**src/rtl/stdp_pkg.sv**
```systemverilog
// -----------------------------------------------------------------------------
// stdp_pkg
// Shared definitions for the STDP weight datapath.
//   LANES           : number of lanes in a weight frame
//   SEL_W           : width of a lane index
//   scatter_state_t : occupancy state of the write-side scatter bank
// The lane word type depends on WIDTH, so modules that need it declare it
// locally from their own WIDTH parameter.
// -----------------------------------------------------------------------------
package stdp_pkg;

    localparam int LANES = 16;
    localparam int SEL_W = 4;

    typedef enum logic [1:0] {
        EMPTY,
        FILLING,
        FULL
    } scatter_state_t;

endpackage

```
**src/rtl/weight_scatter_bank.sv**
```systemverilog
// -----------------------------------------------------------------------------
// weight_scatter_bank
// Write-side counterpart of the 16:1 weight selection mux. Accepts WIDTH-bit
// synaptic words over a valid/ready handshake and scatters them into a 16-lane
// register bank. The target lane comes from an auto-incrementing pointer or
// from an explicit select. Once every lane holds fresh data the frame is
// presented and held until the consumer acknowledges it.
//
// Ports
//   clk        : rising-edge clock
//   rst_n      : synchronous active-low reset
//   in_valid   : producer offers a word
//   in_ready   : bank can take a word this cycle (state decode, gated by reset)
//   in_data    : word to store
//   in_mode    : 0 = lane from write pointer, 1 = lane from in_sel
//   in_sel     : explicit lane when in_mode = 1
//   clear      : abort current frame (lane data kept)
//   out        : registered lane contents, lanes 0..15
//   lane_valid : per-lane "written in this frame" flags
//   out_valid  : complete frame present
//   out_ack    : consumer releases the frame
// -----------------------------------------------------------------------------
module weight_scatter_bank
    import stdp_pkg::*;
#(
    parameter int WIDTH = 16
) (
    input  logic             clk,
    input  logic             rst_n,
    input  logic             in_valid,
    output logic             in_ready,
    input  logic [WIDTH-1:0] in_data,
    input  logic             in_mode,
    input  logic [SEL_W-1:0] in_sel,
    input  logic             clear,
    output logic [WIDTH-1:0] out [0:LANES-1],
    output logic [LANES-1:0] lane_valid,
    output logic             out_valid,
    input  logic             out_ack
);

    typedef logic [WIDTH-1:0] lane_word_t;

    scatter_state_t   r_state;
    scatter_state_t   w_stateNext;
    lane_word_t       r_out [0:LANES-1];
    logic [LANES-1:0] r_laneValid;
    logic [SEL_W-1:0] r_wrPtr;
    logic             r_outValid;

    logic             w_accept;
    logic [SEL_W-1:0] w_lane;
    logic [LANES-1:0] w_wrOnehot;
    logic             w_allValid;
    logic             w_release;

    // Ready is a pure state decode so the producer never sees a combinational
    // path from its own valid; it is forced low while reset is held.
    assign in_ready = (r_state != FULL) && rst_n;
    assign w_accept = in_valid && in_ready;

    // Lane decode: one-hot write enable, all zeros when no beat is taken.
    assign w_lane     = in_mode ? in_sel : r_wrPtr;
    assign w_wrOnehot = w_accept ? (LANES'(1) << w_lane) : '0;
    assign w_allValid = ((r_laneValid | w_wrOnehot) == '1);
    assign w_release  = (r_state == FULL) && out_ack;

    // State register.
    always_ff @(posedge clk) begin
        if (!rst_n) begin
            r_state <= EMPTY;
        end else begin
            r_state <= w_stateNext;
        end
    end

    // Next-state logic. Clear overrides everything; ack only matters in FULL.
    always_comb begin
        w_stateNext = r_state;
        if (clear) begin
            w_stateNext = EMPTY;
        end else begin
            case (r_state)
                EMPTY: begin
                    if (w_accept) begin
                        w_stateNext = w_allValid ? FULL : FILLING;
                    end
                end
                FILLING: begin
                    if (w_accept && w_allValid) begin
                        w_stateNext = FULL;
                    end
                end
                FULL: begin
                    if (out_ack) begin
                        w_stateNext = EMPTY;
                    end
                end
                default: w_stateNext = EMPTY;
            endcase
        end
    end

    // Frame bookkeeping and lane storage. Clear and ack both drop the frame
    // flags and rewind the pointer but leave the lane words in place, so the
    // downstream mux keeps seeing the last data until it is overwritten.
    always_ff @(posedge clk) begin
        if (!rst_n) begin
            r_laneValid <= '0;
            r_wrPtr     <= '0;
            r_outValid  <= 1'b0;
            for (int i = 0; i < LANES; i++) begin
                r_out[i] <= '0;
            end
        end else begin
            r_outValid <= (w_stateNext == FULL);
            if (clear || w_release) begin
                r_laneValid <= '0;
                r_wrPtr     <= '0;
            end else if (w_accept) begin
                r_laneValid <= r_laneValid | w_wrOnehot;
                if (!in_mode) begin
                    r_wrPtr <= r_wrPtr + SEL_W'(1);
                end
                for (int i = 0; i < LANES; i++) begin
                    if (w_wrOnehot[i]) begin
                        r_out[i] <= in_data;
                    end
                end
            end
        end
    end

    assign out        = r_out;
    assign lane_valid = r_laneValid;
    assign out_valid  = r_outValid;

endmodule

```
**config.mk**
```make
export PLATFORM = sky130hd
export DESIGN_NAME = weight_scatter_bank
export DESIGN_NICKNAME = d
export VERILOG_FILES = /design/src/rtl/stdp_pkg.sv /design/src/rtl/weight_scatter_bank.sv
export SDC_FILE = /design/constraint.sdc
export NUM_CORES = 1
export LEC_CHECK = 0
export ABC_AREA = 1
export CORE_ASPECT_RATIO = 1.75
export CORE_MARGIN = 2
export CORE_UTILIZATION = 43
export CTS_CLUSTER_SIZE = 8
export DETAILED_ROUTE_END_ITERATION = 7
export PLACE_DENSITY = 0.74
export SYNTH_ARGS = -nofsm -noshare
export SYNTH_HDL_FRONTEND = slang
export SYNTH_SLANG_ARGS = --single-unit
```
**constraint.sdc**
```tcl
create_clock -name clk -period 1.65 [get_ports clk]
set_input_delay 0.2475 -clock clk [delete_from_list [all_inputs] [get_ports clk]]
set_output_delay 0.2475 -clock clk [all_outputs]
set_load 0.1 [all_outputs]
```
# After elaboration in Yosys (flattened, before gate mapping)
# Cells that the tools add are included.
# classes
addsub	1
eq_ne	5
shifts	1
mux	8
n_bitwise	4
reduce_logical	24
# op_table
operator	n
$reduce_and 3->1	16
$eq 16x16->1 const B	1
$mux 16	1
$or 16x16->16	1
$shl 1x4->16 const A	1
$mux 2	5
$pmux 2 s3	1
$add 4x1->4 const B	1
$eq 2x2->1 const B	2
$logic_and 1x1->1	4
$mux 4	1
$not 1->1	3
$eq 2x1->1 const B	1
$logic_not 2->1	1
$ne 2x2->1 const B	1
$reduce_and 2->1	1
$reduce_or 2->1	1
$logic_or 1x1->1	1
# totals
regBits	279
input_bits	26
out_inout_bits	274
elab_cells	63

# Longest topological paths before layout
# depth
ltp_word	11
depth_mapped	15
depth_no_buf	14

# Worst setup path before layout
# OpenSTA, ideal clock, no wires.
# synth_timing
path_kind	reg-to-output
start	reg r_state[0]
end	out in_ready
arrival_time_ns	1.731
required_ns	1.402
slack_ns	-0.329
path_stages_with_launch	5
cell_sequence	dfxtp_1 -> inv_1 -> nand2_1 -> inv_1 -> nor2_1
# synth_between
elab_chain_cells	2
# synth_rtl
item	line	text
from (decl)	weight_scatter_bank.sv:44	scatter_state_t r_state;
from (signal assigned)	weight_scatter_bank.sv:73	r_state <= w_stateNext;
$ne 2x2->1	weight_scatter_bank.sv:59	assign in_ready = (r_state != FULL) && rst_n;
$logic_and 1x1->1	weight_scatter_bank.sv:59	
to (decl)	weight_scatter_bank.sv:31	output logic in_ready,
# Every way passes these cells.

# Final worst setup path
# layout_timing
start	reg r_state[0]
end	reg r_out, in the netlist out[23]
# layout_between
elab_chain_cells	5
word_cells_on_any_way	9
classes_between	2 x eq/ne; 1 x mux; 1 x bitwise; 5 x reduce/logical
# layout_rtl
item	line	text
$ne 2x2->1 / $eq 2x2->1 (equally long branches)	weight_scatter_bank.sv:59, weight_scatter_bank.sv:66	
$logic_and 1x1->1 (on tied branches)	weight_scatter_bank.sv:59, weight_scatter_bank.sv:66	
$logic_and 1x1->1 / $logic_or 1x1->1 (equally long branches)	weight_scatter_bank.sv:60, weight_scatter_bank.sv:117	
$mux 16 / $not 1->1 (equally long branches)	--	
$reduce_and 3->1 (no line) *	--	
to (signal, indexed assignment)	weight_scatter_bank.sv:127	r_out[i] <= in_data;
to (decl)	weight_scatter_bank.sv:46	lane_word_t r_out [0:LANES-1];
# Mark *: on every way between the ends. The rest lies on a longest branch, timed or not.
# A chain may end at the register's enable or synchronous reset.

==> flow_summary.yaml <==
run_status:
  status: "complete, but fails checks"
  violations: "setup timing"
layout:
  final_nets: 1662
  final_cells: 1940
  mostFrequentLayoutCell: "buf_12"
  drive_gt1_frac: 0.289
  area_delta_synth_final_pct: 79.8
  layout_common_cells: "311 x buf_12, 282 x inv_1, 271 x dfxtp_1"
  stdcell_area_um2: 18500
setup_path:
  timing.critical_path.required_ns: 2.04
  end_kind: "register"
  cp_slowest_cell: "dfxtp_2"
  cp_common_cell: "buf_12"
  path_cells: "inv_2, nand2_4, nand3_4, nor2_4, buf_12, buf_8, nand3_2, buf_12, o21ai_1, a21oi_1"
  crit_arrival_ns: 2.21
  cpPeakStageDelay_ns: 0.34
  crit_type: "register to register"
  crit_fanout: 32
  start_kind: "register"
clock_tree:
  cts_max_level: 2
  ctsLongestPathBuffers: 3
  cts_tree: "built"
  cts_buffers: 40
  cts_root_buf: "clkbuf_16"
  clock_latency_ns: 0.52
  cts_num_sinks: 279
  path_clk_slew_ns: 0.05
sta:
  skew_ns: 0.0105
  hold_viol: 0
  holdWs_ns: 0.341
  period_minus_slack_ns: 1.82
  slew_viol_final: 0
  relSlewSlack: 0.644
  period_share: 1.10
  setup_ws_ns: -0.168
  worstMarginPinSlew_ns: 0.534
  setup_viol: 29
  rsz0062_at_grt: "true"
  clock.fmax_mhz: 550
synth:
  synth_async_sr_flop_share: 0
  syn_area_per_cell_um2: 7.84
  synth_top_cell_by_area: "dfxtp_1"
  synthFlopType: "dfxtp_1"
  synth_fp_nets: 1338
  synth.top_cell.area_share: 0.543
  syn_area_um2: 10300
  ys_seq_area_frac: 0.543
  synthCells: 1311
  synth_area_leaders: "dfxtp_1 54%, a21oi_1 13%, o21ai_0 12%, inv_1 10%, clkbuf_1 2.9%"
  ys_seq_elements: 279
  synth_cell_type_count: 24
  yosysWarnings: 0
  synth-edff-count: 0
min_path:
  hp-class: "input port to register"
flow_run:
  drv_cap: 0
grt:
  grt_pass1_wl_um: 61600
  grt_max_degree: 133
  grt_pass1_vias: 10500
  antenna_found_initial: 2
  grt_overflow: 0
  track_usage: 0.325
detailed_routing:
  ant_nets: 0
  drt_iter0_drc: 720
  avgRoutedWirePerCell_um: 22.4
  vias: 10500
  drt_pass1_iterations: 5
  vias_per_cell: 5.42
  wl_um: 43500
  drcViolationCount: 0
floorplan:
  pin_count: 300
  core-area_um2: 23400
  start_util: 0.439
  rows: 74
  die_h_um: 209
  dieArea_um2: 25200
  die_width_um: 121
place:
  dp.final_hpwl_um: 27100
  dp_cells: 1885
  post_dp_cell_area_um2: 17000
  place.port_buffers: 299
  gp_congestion: 0.918
power_and_ir_drop:
  p_leak_nw: 6.90
  peakVddDrop_mv: 1.01
  powerDensity_nw_per_um2: 839
routing by layer:
layer  share of wire  vias up  track usage
met2            0.53      539        0.590
li1                -     4811            -
met5               0        -            0
met1            0.31     4965        0.312
met4           0.089        0        0.241
met3           0.074      204       0.0726
critical path: cells and delay by family (launching register included):
family | cells | cell delay, ns
flip-flops | 1 | 0.34
AND/OR/NAND/NOR | 4 | 0.50
buffers and inverters | 4 | 0.47
AO/OA/AOI/OAI | 2 | 0.36
kinds of logic after synthesis:
family	after synthesis	share of synthesized area
buffers and inverters	386	0.144
adders and majority gates	1	0.00122
DFF	279	0.543
and+or+nand+nor	107	0.0481
AOI/OAI and AO/OA	538	0.264
power by group:
part	total (mW)	internal (mW)	switching [mW]
clock	7.10	4.33	2.77
sequential	6.87	6.81	0.0612
combinational	1.55	0.529	1.02
stage by stage:
| stage | util | setup TNS [ns] | total power [mW] | setup WS (ns) |
|---|---|---|---|---|
| final | 0.789 | -0.771 | 15.5 | -0.168 |
| after global routing | 0.789 | -5.49 | 15.9 | -0.202 |
| after CTS | 0.771 | -0.0586 | 15.4 | -0.0326 |
| after detailed placement | 0.724 | -144.06 | 8.41 | -0.700 |
| after global placement | 0.724 | -120.43 | 8.38 | -0.565 |
| after floorplan | - | 0 | 7.71 | 0.0239 |
state kept, by name, indices dropped and copies added (netlist names):
signal / flops
r_state: 2
lane_valid: 16
out_valid: 1
out: 256
r_wrPtr: 4
repair_timing:
item | in CTS | in global routing
pin swaps | 2 | 16
cloned | 0 | 5
buffers inserted | 0 | 7
endpoints found under the setup margin | 205 | 254
hold buffers | 0 | 0
gates resized for setup | 41 | 150
synth_stat cells (4+ instances only):
cell type	instances
inv_1	286
dfxtp_1	279
nand2_1	58
nand3_1	13
o21ai_0	245
nor2_2	4
buf_2	15
a21oi_1	271
o21ai_1	15
a21o_1	4
clkbuf_1	80
nand3_2	6
nor2_1	19
path summary, 6_finish.rpt:
check / start / to / slack [ns] / cells after the start
max: r_state[0] / out[23] / -0.17 / 10
min: rst_n / lane_valid[14] / 0.34 / 6
max reg2reg: r_state[0] / out[23] / -0.17 / 10
min reg2reg: out[241] / out[241] / 0.48 / 2
area by class of cell:
cell class / instances / area [µm²]
inverter: 288 / 1080
fill: 1317 / 4930
tap: 304 / 380
sequential: 279 / 5600
antenna: 1 / 2.50
clock buffer: 42 / 1030
multi-input combinational: 646 / 3490
timing repair buffer: 380 / 6910
(Power assumes the default switching activity.)
